[config.mk]
export PLATFORM = sky130hd
export DESIGN_NAME = alu_sequencer_flat
export DESIGN_NICKNAME = d
export VERILOG_FILES = /design/src/rtl/alu_seq_if.sv /design/src/rtl/alu_sequencer.sv /design/src/flat_wrapper.sv
export SDC_FILE = /design/constraint.sdc
export NUM_CORES = 1
export LEC_CHECK = 0
export BUFFER_PORTS_ARGS = -buffer_cell sky130_fd_sc_hd__buf_2
export CORE_MARGIN = 1.5
export CORE_UTILIZATION = 60
export DETAILED_ROUTE_END_ITERATION = 12
export PLACE_DENSITY = 0.94
export SLEW_MARGIN = 20
export SYNTH_ARGS = -nofsm -noshare
export SYNTH_HDL_FRONTEND = slang
export SYNTH_SLANG_ARGS = --single-unit
[constraint.sdc]
create_clock -name clk -period 4.45 [get_ports clk]
set_input_delay 0.89 -clock clk [delete_from_list [all_inputs] [get_ports clk]]
set_output_delay 0.89 -clock clk [all_outputs]
set_load 0.02 [all_outputs]
[src/rtl/alu_seq_if.sv]
// Instruction, register-file and result signals between the ALU sequencer and its environment.
// master = instruction source / register file side, slave = alu_sequencer.
interface alu_seq_if #(
  parameter int unsigned N = 8
) ();
  logic         instr_valid;
  logic         instr_ready;
  logic [2:0]   opcode;
  logic [2:0]   dst_addr;
  logic [2:0]   src_a_addr;
  logic [2:0]   src_b_addr;
  logic         rf_read_enable;
  logic [2:0]   rf_read_addr;
  logic [N-1:0] rf_read_data;
  logic         rf_write_enable;
  logic [2:0]   rf_write_addr;
  logic [N-1:0] rf_write_data;
  logic [N-1:0] result;
  logic         zero_flag;
  logic         carry_flag;
  logic         done;

  modport master (
    output instr_valid, opcode, dst_addr, src_a_addr, src_b_addr, rf_read_data,
    input  instr_ready, rf_read_enable, rf_read_addr, rf_write_enable, rf_write_addr,
           rf_write_data, result, zero_flag, carry_flag, done
  );

  modport slave (
    input  instr_valid, opcode, dst_addr, src_a_addr, src_b_addr, rf_read_data,
    output instr_ready, rf_read_enable, rf_read_addr, rf_write_enable, rf_write_addr,
           rf_write_data, result, zero_flag, carry_flag, done
  );
endinterface

[src/rtl/alu_sequencer.sv]
// Five-cycle instruction sequencer: reads two operands from an external register file,
// executes one ALU op and writes the result back. All outputs are registered.
module alu_sequencer #(
  parameter int unsigned N = 8
) (
  input logic     clk,
  input logic     rst,
  alu_seq_if.slave bus
);

  typedef enum logic [2:0] {S_IDLE, S_RD_A, S_RD_B, S_EXEC, S_WB} state_e;

  localparam logic [2:0] OP_ADD = 3'b000;
  localparam logic [2:0] OP_SUB = 3'b001;
  localparam logic [2:0] OP_AND = 3'b010;
  localparam logic [2:0] OP_OR  = 3'b011;
  localparam logic [2:0] OP_XOR = 3'b100;
  localparam logic [2:0] OP_MOV = 3'b101;
  localparam logic [2:0] OP_SHL = 3'b110;
  localparam logic [2:0] OP_NOP = 3'b111;

  state_e       state_q, state_d;
  logic [2:0]   op_q, op_d;
  logic [2:0]   dst_q, dst_d;
  logic [2:0]   src_b_q, src_b_d;
  logic [N-1:0] opa_q, opa_d;
  logic [N-1:0] result_q, result_d;
  logic         zero_q, zero_d;
  logic         carry_q, carry_d;
  logic         ready_q, ready_d;
  logic         rd_en_q, rd_en_d;
  logic [2:0]   rd_addr_q, rd_addr_d;
  logic         wr_en_q, wr_en_d;
  logic [2:0]   wr_addr_q, wr_addr_d;
  logic [N-1:0] wr_data_q, wr_data_d;
  logic         done_q, done_d;
  logic [N:0]   sum_c, diff_c;

  // Next state, instruction latch, ALU, and next-cycle output decode
  always_comb begin
    state_d   = state_q;
    op_d      = op_q;
    dst_d     = dst_q;
    src_b_d   = src_b_q;
    opa_d     = opa_q;
    result_d  = result_q;
    zero_d    = zero_q;
    carry_d   = carry_q;
    sum_c     = {1'b0, opa_q} + {1'b0, bus.rf_read_data};
    diff_c    = {1'b0, opa_q} - {1'b0, bus.rf_read_data};

    case (state_q)
      S_IDLE: begin
        if (bus.instr_valid && ready_q) begin
          state_d = S_RD_A;
          op_d    = bus.opcode;
          dst_d   = bus.dst_addr;
          src_b_d = bus.src_b_addr;
        end
      end
      S_RD_A: state_d = S_RD_B;
      S_RD_B: begin
        state_d = S_EXEC;
        opa_d   = bus.rf_read_data;
      end
      S_EXEC: begin
        state_d = S_WB;
        carry_d = 1'b0;
        unique case (op_q)
          OP_ADD: begin result_d = sum_c[N-1:0];  carry_d = sum_c[N];  end
          OP_SUB: begin result_d = diff_c[N-1:0]; carry_d = diff_c[N]; end
          OP_AND: result_d = opa_q & bus.rf_read_data;
          OP_OR:  result_d = opa_q | bus.rf_read_data;
          OP_XOR: result_d = opa_q ^ bus.rf_read_data;
          OP_MOV: result_d = opa_q;
          OP_SHL: begin result_d = {opa_q[N-2:0], 1'b0}; carry_d = opa_q[N-1]; end
          OP_NOP: result_d = '0;
          default: result_d = '0;
        endcase
        zero_d = (result_d == '0);
      end
      S_WB:    state_d = S_IDLE;
      default: state_d = S_IDLE;
    endcase

    // Source A address comes straight from the bus since it is only needed in the cycle after accept
    ready_d   = (state_d == S_IDLE);
    rd_en_d   = (state_d == S_RD_A) || (state_d == S_RD_B);
    rd_addr_d = (state_d == S_RD_A) ? bus.src_a_addr :
                (state_d == S_RD_B) ? src_b_q : 3'd0;
    wr_en_d   = (state_d == S_WB) && (op_q != OP_NOP);
    wr_addr_d = (state_d == S_WB) ? dst_q : 3'd0;
    wr_data_d = (state_d == S_WB) ? result_d : '0;
    done_d    = (state_d == S_WB);
  end

  always_ff @(posedge clk) begin
    if (rst) begin
      state_q   <= S_IDLE;
      op_q      <= 3'd0;
      dst_q     <= 3'd0;
      src_b_q   <= 3'd0;
      opa_q     <= '0;
      result_q  <= '0;
      zero_q    <= 1'b0;
      carry_q   <= 1'b0;
      ready_q   <= 1'b1;
      rd_en_q   <= 1'b0;
      rd_addr_q <= 3'd0;
      wr_en_q   <= 1'b0;
      wr_addr_q <= 3'd0;
      wr_data_q <= '0;
      done_q    <= 1'b0;
    end else begin
      state_q   <= state_d;
      op_q      <= op_d;
      dst_q     <= dst_d;
      src_b_q   <= src_b_d;
      opa_q     <= opa_d;
      result_q  <= result_d;
      zero_q    <= zero_d;
      carry_q   <= carry_d;
      ready_q   <= ready_d;
      rd_en_q   <= rd_en_d;
      rd_addr_q <= rd_addr_d;
      wr_en_q   <= wr_en_d;
      wr_addr_q <= wr_addr_d;
      wr_data_q <= wr_data_d;
      done_q    <= done_d;
    end
  end

  assign bus.instr_ready     = ready_q;
  assign bus.rf_read_enable  = rd_en_q;
  assign bus.rf_read_addr    = rd_addr_q;
  assign bus.rf_write_enable = wr_en_q;
  assign bus.rf_write_addr   = wr_addr_q;
  assign bus.rf_write_data   = wr_data_q;
  assign bus.result          = result_q;
  assign bus.zero_flag       = zero_q;
  assign bus.carry_flag      = carry_q;
  assign bus.done            = done_q;

endmodule

[src/flat_wrapper.sv]
// flat-port wrapper written by rule: the top's interface ports become plain ports
module alu_sequencer_flat 
#(
  parameter int unsigned N = 8
)
  (clk, rst, bus_instr_valid, bus_opcode, bus_dst_addr, bus_src_a_addr, bus_src_b_addr, bus_rf_read_data, bus_instr_ready, bus_rf_read_enable, bus_rf_read_addr, bus_rf_write_enable, bus_rf_write_addr, bus_rf_write_data, bus_result, bus_zero_flag, bus_carry_flag, bus_done);
  alu_seq_if #(.N(N)) bus_i ();
  input logic clk;
  input logic rst;
  input wire logic [$bits(bus_i.instr_valid)-1:0] bus_instr_valid;
  input wire logic [$bits(bus_i.opcode)-1:0] bus_opcode;
  input wire logic [$bits(bus_i.dst_addr)-1:0] bus_dst_addr;
  input wire logic [$bits(bus_i.src_a_addr)-1:0] bus_src_a_addr;
  input wire logic [$bits(bus_i.src_b_addr)-1:0] bus_src_b_addr;
  input wire logic [$bits(bus_i.rf_read_data)-1:0] bus_rf_read_data;
  output wire logic [$bits(bus_i.instr_ready)-1:0] bus_instr_ready;
  output wire logic [$bits(bus_i.rf_read_enable)-1:0] bus_rf_read_enable;
  output wire logic [$bits(bus_i.rf_read_addr)-1:0] bus_rf_read_addr;
  output wire logic [$bits(bus_i.rf_write_enable)-1:0] bus_rf_write_enable;
  output wire logic [$bits(bus_i.rf_write_addr)-1:0] bus_rf_write_addr;
  output wire logic [$bits(bus_i.rf_write_data)-1:0] bus_rf_write_data;
  output wire logic [$bits(bus_i.result)-1:0] bus_result;
  output wire logic [$bits(bus_i.zero_flag)-1:0] bus_zero_flag;
  output wire logic [$bits(bus_i.carry_flag)-1:0] bus_carry_flag;
  output wire logic [$bits(bus_i.done)-1:0] bus_done;
  assign bus_i.instr_valid = bus_instr_valid;
  assign bus_i.opcode = bus_opcode;
  assign bus_i.dst_addr = bus_dst_addr;
  assign bus_i.src_a_addr = bus_src_a_addr;
  assign bus_i.src_b_addr = bus_src_b_addr;
  assign bus_i.rf_read_data = bus_rf_read_data;
  assign bus_instr_ready = bus_i.instr_ready;
  assign bus_rf_read_enable = bus_i.rf_read_enable;
  assign bus_rf_read_addr = bus_i.rf_read_addr;
  assign bus_rf_write_enable = bus_i.rf_write_enable;
  assign bus_rf_write_addr = bus_i.rf_write_addr;
  assign bus_rf_write_data = bus_i.rf_write_data;
  assign bus_result = bus_i.result;
  assign bus_zero_flag = bus_i.zero_flag;
  assign bus_carry_flag = bus_i.carry_flag;
  assign bus_done = bus_i.done;
  alu_sequencer #(.N(N)) u_core (.clk(clk), .rst(rst), .bus(bus_i));
endmodule
# After elaboration in Yosys (flattened, before gate mapping)
# Index checks and enable logic that the tools add are counted.
dict set report totals {
  reg_bits 48
  input_bits 23
  output_inout_bits 28
  elab_cells 52
}
dict set report op_classes {
  n_addsub 2
  n_eq_ne 14
  muxes 8
  n_bitwise 4
  reduce_logical 9
}
# op n
set ops {}
lappend ops {{$pmux 8 s8} 1}
lappend ops {{$mux 8} 2}
lappend ops {{$eq 3x2->1 const B} 5}
lappend ops {{$eq 3x3->1 const B} 5}
lappend ops {{$pmux 3 s4} 1}
lappend ops {{$add 8x8->9} 1}
lappend ops {{$eq 3x1->1 const B} 3}
lappend ops {{$logic_not 3->1} 3}
lappend ops {{$mux 3} 3}
lappend ops {{$sub 8x8->9} 1}
lappend ops {{$and 8x8->8} 1}
lappend ops {{$logic_not 8->1} 1}
lappend ops {{$or 8x8->8} 1}
lappend ops {{$xor 8x8->8} 1}
lappend ops {{$ne 3x3->1 const B} 1}
lappend ops {{$pmux 1 s3} 1}
lappend ops {{$logic_and 1x1->1} 2}
lappend ops {{$reduce_and 2->1} 1}
lappend ops {{$reduce_or 2->1} 1}
lappend ops {{$logic_or 1x1->1} 1}
lappend ops {{$not 1->1} 1}

# Depth between registers and ports, before layout
# Gate-level depths: netlist (run 1).
dict set report logic_depth {
  word_depth 6
  ltp_mapped 11
  ltp_nobuf 11
}

# Worst setup path before layout (run 1)
# No wires, ideal clock.
dict set report synth_path {
  path_type {input -> register}
  startpoint {input port bus_rf_read_data[0]}
  endpoint {register u_core.zero_q (netlist: u_core.bus.zero_flag)}
  setup_time_ps 61
  arrival_ps 2815
  required_ps 4389
  slack_ps 1574
  stages 10
  n_path_buf 0
  path_cell_list {ha_1 > inv_1 > fa_1 > nand2b_1 > a21oi_1 > xor2_1 > mux4_2 > o21ai_0 > and4_1 > a32o_1}
}
dict set report synth_via {
  elab_chain_cells 4
  word_cells_on_any_way 8
  cone_classes {2 x add/sub; 2 x mux; 3 x bitwise; 1 x reduce/logical}
}
# element line
set synth_lines {}
lappend synth_lines {{start: declaration} flat_wrapper.sv:15} ;# input wire logic [$bits(bus_i.rf_read_data)-1:0] bus_rf_read_data;
lappend synth_lines {{$sub 8x8->9, or another cell as far along} alu_sequencer.sv:50} ;# diff_c = {1'b0, opa_q} - {1'b0, bus.rf_read_data};
lappend synth_lines {{$pmux 8 s8 *} alu_sequencer.sv:69} ;# unique case (op_q)
lappend synth_lines {{$mux 8 *} alu_sequencer.sv:52} ;# case (state_q)
lappend synth_lines {{$logic_not 8->1 *} alu_sequencer.sv:80} ;# zero_d = (result_d == '0);
lappend synth_lines {{end signal: assignment} alu_sequencer.sv:121} ;# zero_q <= zero_d;
lappend synth_lines {{end: declaration} alu_sequencer.sv:28} ;# logic zero_q, zero_d;
# Mark *: on every way between the ends. The rest lies on a longest branch, timed or not. The select of a mux whose other input is x is not followed.
# A chain may end at the register's enable or synchronous reset.

# Final worst setup path (run 1)
# Same ends and word-level chain as after synthesis.

==> results of run 1 <==
==> power breakdown <==
part	total, mW	internal (mW)	switching, mW
clock network	0.273	0.124	0.149
registers	0.491	0.453	0.0383
logic	0.263	0.111	0.152
total	1.03	0.688	0.339
==> registers in the layout, indices dropped and copies added (netlist names), 3 cells and up <==
register and count:
u_core.src_b_q 3, u_core.dst_q 3, u_core.op_q 3, u_core.bus.result 8, u_core.bus.rf_read_addr 3, u_core.state_q 3
u_core.opa_q 8, u_core.bus.rf_write_addr 3, u_core.bus.rf_write_data 8
==> cell type report <==
| type | count | area, um2 |
|---|---|---|
| Clock inverter | 1 | 8.76 |
| Timing Repair Buffer | 50 | 250 |
| Clock buffer | 6 | 82.6 |
| Fill cell | 340 | 1270 |
| Multi-Input combinational cell | 250 | 1670 |
| Tap cell | 52 | 65.1 |
| Sequential cell | 48 | 962 |
| Inverter | 27 | 101 |
==> final timing paths <==
| kind | startpoint | depth (start not counted) | end | slack, ps |
|---|---|---|---|---|
| min | u_core.bus.result[4]$_SDFF_PP0_ | 1 | u_core.bus.result[4]$_SDFF_PP0_ | 450 |
| min reg2reg | u_core.bus.result[4]$_SDFF_PP0_ | 1 | u_core.bus.result[4]$_SDFF_PP0_ | 450 |
| max | bus_rf_read_data[0] | 11 | u_core.bus.zero_flag$_SDFFE_PP0N_ | 1450 |
| max reg2reg | u_core.op_q[1]$_SDFFE_PP0P_ | 7 | u_core.bus.zero_flag$_SDFFE_PP0N_ | 1630 |
==> placed cells by master (no fill, tap or decap), types with 2 or more instances in the layout <==
cell and n:
nor2_1 52, buf_2 50, dfxtp_1 47, nand2_1 31
a21oi_1 31, inv_1 27, ha_1 24, o21ai_0 14
nand2b_1 8, nor2b_1 7, a21o_1 7, mux2i_1 6
clkbuf_8 6, nand3b_1 4, a31oi_1 4, xor2_1 4
xnor2_1 4, or2_2 3, and2_1 3, a22oi_1 3
o22ai_1 3, o21bai_1 2, a211o_1 2, o311ai_0 2
a221oi_1 2, nand3_1 2, mux4_2 2, and3_1 2
o22a_1 2, and4_1 2, fa_1 2
==> per-stage QoR <==
step           std cells   util
2_1_floorplan        346      -
3_5_place_dp         427  0.687
6_report             434  0.712
5_1_grt              434  0.712
3_3_place_gp         427  0.687
4_1_cts              434  0.708
==> per-layer routing <==
| metal | track usage | routed length [um] | up-vias | share of wire |
|---|---|---|---|---|
| met1 | 0.312 | 2600 | 1155 | 0.41 |
| met5 | 0 | 0 | - | 0 |
| li1 | - | - | 1237 | - |
| met2 | 0.438 | 3040 | 131 | 0.48 |
| met4 | 0.0839 | 133 | 0 | 0.021 |
| met3 | 0.0633 | 535 | 17 | 0.085 |
==> logic make-up after synthesis <==
| kind of cell | Yosys count | share of synthesized area |
|---|---|---|
| AOI/OAI and AO/OA | 86 | 0.199 |
| xor gates and xnor gates | 8 | 0.0251 |
| adders and majority gates | 26 | 0.122 |
| buffers and inverters | 48 | 0.0680 |
| DFF | 48 | 0.344 |
| muxes | 9 | 0.0416 |
| and+or+nand+nor | 121 | 0.201 |
==> worst reg2reg max path: cells and delay by family (launching register included) <==
family	cells	cell delay, ps
and+or+nand+nor	4	1060
DFF	1	980
AOI/OAI and AO/OA	3	710
==> out/metrics.cfg, run 1 <==
[place]
finalWeightedCongestion=0.943
placed_area_um2=3030
dp_slack_ps=1190
hpwl_um=4440
portBuffers=50

[sta]
worst_pin_slew_ps=981
timing.final.crit_share=0.675
totalNegativeSetupSlack_ps=0
slew_violations=0
period_minus_slack_ps=3000
holdWs_ps=447
finalSetupViolations=0
maxSlewHeadroom=0.345
fin_ws_ps=1450
timing_hold_violations_final=0
fmax_mhz=333
rsz0062_at_grt=no
fin_worst_skew_ps=20.5

[global_route]
grt.total_usage=0.255
grt_pass1_vias=2318
antenna_found_initial=0
grt_first_pass_wirelength_um=10400
overflow=0
grt_max_degree=36

[worst_setup_path]
start_kind=primary input
cp-end-kind=flop
critPathKind=in -> reg
max_stage_delay_ps=440
worstPathBufferInverterCount=2
critPathTopFamily=compound AO/OA/AOI/OAI gates
cp_slowest_cell=mux4_2
critical_path.max_fanout=4
crit_chain=buf_2 -> ha_1 -> inv_1 -> fa_1 -> nand2b_1 -> a21oi_1 -> xor2_1 -> mux4_2 -> o21ai_0 -> and4_1 -> a32o_1
crit_arrival_ps=3240
cp.required_ps=4690

[min_path]
hold_class=reg -> reg

[synthesis]
synth.avg_cell_area_um2=8.08
yosys_warnings=0
synthArstFlopShare=0
synth_edf_count=0
synth_top_area_cell=dfxtp_1
yosysSeqAreaShare=0.344
synthesis.area_um2=2800
ys_ff_latch=48
synth_cells=346
synth.distinct_cells=53
ys_top_cells_by_area=dfxtp_1, ha_1, nor2_1
yosys-top-cells-count=nor2_1, dfxtp_1, a21oi_1, nand2_1, inv_1
yosysMostFrequentCell=nor2_1
ys.flop_type=dfxtp_1
yosysTopAreaCellShare=0.344
syn-num-nets=395

[clocking]
numClockSinks=48
cts_tree=yes
path_clk_slew_ps=80
htreeDepth=2
hold_buffers=0
clk_latency_ps=310
cts_root_buf=clkbuf_8
postCtsResizedCells=0
postCtsSetupRepairBufs=0
clockBufferDepth=2
cts_buffers=5

[route]
routed_via_density=5.85
drt_first_pass_iters=5
drtAntennaViolNets=0
vias=2540
drtIter0Drc=275
post_drt_wl_per_cell_um=14.5
drc=0
wl_um=6310

[layout]
area_growth_pct=12.3
diodes=0
final_area_um2=3140
drive_gt1_frac=0.183
final_nets=431

[floorplanning]
die-area_um2=5080
core_um2=4410
pin_count=51
dieWidth_um=71.3
fp-row-count=24
start_util=0.634
die_height_um=71.3

[pwr]
irDropWorstVdd_mv=0.279
total_power_mw=1.03
cellPowerDensity_nw_per_um2=327
leakage_nw=1.50

[status]
status=complete, no violations

[job]
max-cap-violations=0

(Power assumes the default switching activity.)
==> inputs of run 2 (changes only) <==
--- a/config.mk
+++ b/config.mk
@@ -7,9 +7,9 @@
 export LEC_CHECK = 0
 export BUFFER_PORTS_ARGS = -buffer_cell sky130_fd_sc_hd__buf_2
 export CORE_MARGIN = 1.5
-export CORE_UTILIZATION = 60
+export CORE_UTILIZATION = 50
 export DETAILED_ROUTE_END_ITERATION = 12
-export PLACE_DENSITY = 0.94
+export PLACE_DENSITY = 0.85
 export SLEW_MARGIN = 20
 export SYNTH_ARGS = -nofsm -noshare
 export SYNTH_HDL_FRONTEND = slang
==> constraint.sdc (replaced) <==
create_clock -name clk -period 2.4 [get_ports clk]
set_input_delay 0.48 -clock clk [delete_from_list [all_inputs] [get_ports clk]]
set_output_delay 0.48 -clock clk [all_outputs]
set_load 0.02 [all_outputs]
==> out/metrics.cfg, run 2 (synthesis gave the netlist of run 1 again) <==
[worst_setup_path]
cp_slowest_cell=fa_2
crit_chain=inv_1 -> ha_4 -> inv_1 -> fa_2 -> nand2b_1 -> a21oi_1 -> a221oi_2 -> buf_4 -> mux2i_1 -> o211a_1 -> and4_1 -> a32o_1
cp.required_ps=2660  ; -2030 ps
cp-end-kind=flop
critical_path.max_fanout=3  ; -1
critPathKind=reg -> reg
cp_common_cell=inv_1
critPathTopFamily=compound AO/OA/AOI/OAI gates
max_stage_delay_ps=350  ; -90 ps
crit_arrival_ps=2600  ; -640 ps
start_kind=flop
worstPathBufferInverterCount=3  ; +1

[global_route]
grt.total_usage=0.226  ; -0.0288
antenna_found_initial=0  ; unchanged
overflow=0  ; unchanged
grt_first_pass_wirelength_um=11000  ; +5.8%
grt_max_degree=26  ; -28%
grt_pass1_vias=2522  ; +8.8%

[layout]
area_growth_pct=26.7
final_cell_mix=nor2_1, buf_2, dfxtp_1
multi_input_area_um2=1730  ; +3.7%
final_common_cell=nor2_1
diodes=0  ; unchanged
ff_latch_area_um2=967  ; +0.52%
fillers=460  ; +35%
final_nets=469  ; +8.8%
drive_gt1_frac=0.299  ; +0.116

[clocking]
cts_tree=yes
clockBufferDepth=2  ; unchanged
cts_buffers=5  ; unchanged
htreeDepth=2  ; unchanged
path_clk_slew_ps=100  ; +20 ps
cts_root_buf=clkbuf_8
numClockSinks=48  ; unchanged
clk_latency_ps=310  ; about the same
hold_buffers=0  ; unchanged

[floorplanning]
start_util=0.514  ; -0.119
pin_count=51  ; unchanged
die_height_um=77.8  ; +9.1%
core_um2=5440  ; +23%
dieWidth_um=77.8  ; +9.1%
die-area_um2=6050  ; +19%
fp-row-count=27  ; +13%

[sta]
rsz0062_at_grt=yes
timing_hold_violations_final=0  ; unchanged
worst_pin_slew_ps=663  ; -318 ps
period_minus_slack_ps=2340
timing.final.crit_share=0.976
fin_worst_skew_ps=7.59  ; -12.9 ps
maxSlewHeadroom=0.557  ; +0.212
totalNegativeSetupSlack_ps=0  ; unchanged
slew_violations=0  ; unchanged
finalSetupViolations=0  ; unchanged
fmax_mhz=427
holdWs_ps=400  ; -47.5 ps

[route]
drtIter0Drc=180  ; -35%
drtAntennaViolNets=0  ; unchanged
post_drt_wl_per_cell_um=13.2  ; -9.2%
vias=2625  ; +3.3%
wl_um=6500  ; +3.1%
drt_first_pass_iters=4  ; -1
drc=0  ; unchanged
routed_via_density=5.32  ; -9.0%

[place]
portBuffers=50  ; unchanged
finalWeightedCongestion=0.914  ; -3.1%
hpwl_um=4850  ; +9.2%

[status]
status=complete, no violations

[pwr]
irDropWorstVdd_mv=0.373  ; +34%
cellPowerDensity_nw_per_um2=592  ; +81%
total_power_mw=2.10  ; +100%
leakage_nw=1.72  ; +14%

[job]
max-cap-violations=0  ; unchanged

[min_path]
hold_class=in -> reg

[run 2: power by group]
group	switching (mW)	internal, mW
Sequential	0.0385	0.840
Combinational	0.335	0.279
Clock	0.292	0.314
[run 2: through the flow]
step / instances / utilization / area [um2] / setup slack, ps
after global routing: 493 / 0.651 / 3540 / -66.5
after floorplan: 346 / - / 2810 / 15.1
after global placement: 485 / 0.617 / 3360 / -187
final: 493 / 0.651 / 3540 / 56.7
after CTS: 493 / 0.640 / 3480 / 5.46
after detailed placement: 485 / 0.617 / 3360 / -275
[run 2: cell type report]
class | instances | area share
clock buffer | 5 | 0.0194
timing repair buffer | 88 | 0.151
sequential | 48 | 0.273
tap | 72 | 0.0254
inverter | 27 | 0.0286
multi-input combinational | 250 | 0.489
clock inverter | 3 | 0.0131
[run 2: path summary, 6_finish.rpt]
kind,start,end,slack [ps],cells after the start
setup / recovery,u_core.opa_q[0]$_SDFFE_PP0N_,u_core.bus.zero_flag$_SDFFE_PP0N_,60,12
hold / removal,bus_dst_addr[0],u_core.dst_q[0]$_SDFFE_PP0P_,400,3
setup reg to reg,u_core.opa_q[0]$_SDFFE_PP0N_,u_core.bus.zero_flag$_SDFFE_PP0N_,60,12
hold reg to reg,u_core.bus.result[0]$_SDFF_PP0_,u_core.bus.result[0]$_SDFF_PP0_,450,1
[run 2: what timing repair did]
action                     4_1_cts  5_1_grt
gates resized for setup          3       15
pin swaps                        1        6
setup endpoints to repair        1        4
setup buffers                    0        0
[run 2: tightest hold or removal path: stages]
cell and delay, ps:
buf_2 100, nand2_1 50, a21oi_1 50
[run 2: metal layers]
metal / vias up / share of wire / global-route usage
li1: 1314 / - / -
met1: 1222 / 0.42 / 0.272
met2: 68 / 0.50 / 0.388
met3: 21 / 0.046 / 0.0400
met4: 0 / 0.026 / 0.105
met5: - / 0 / 0
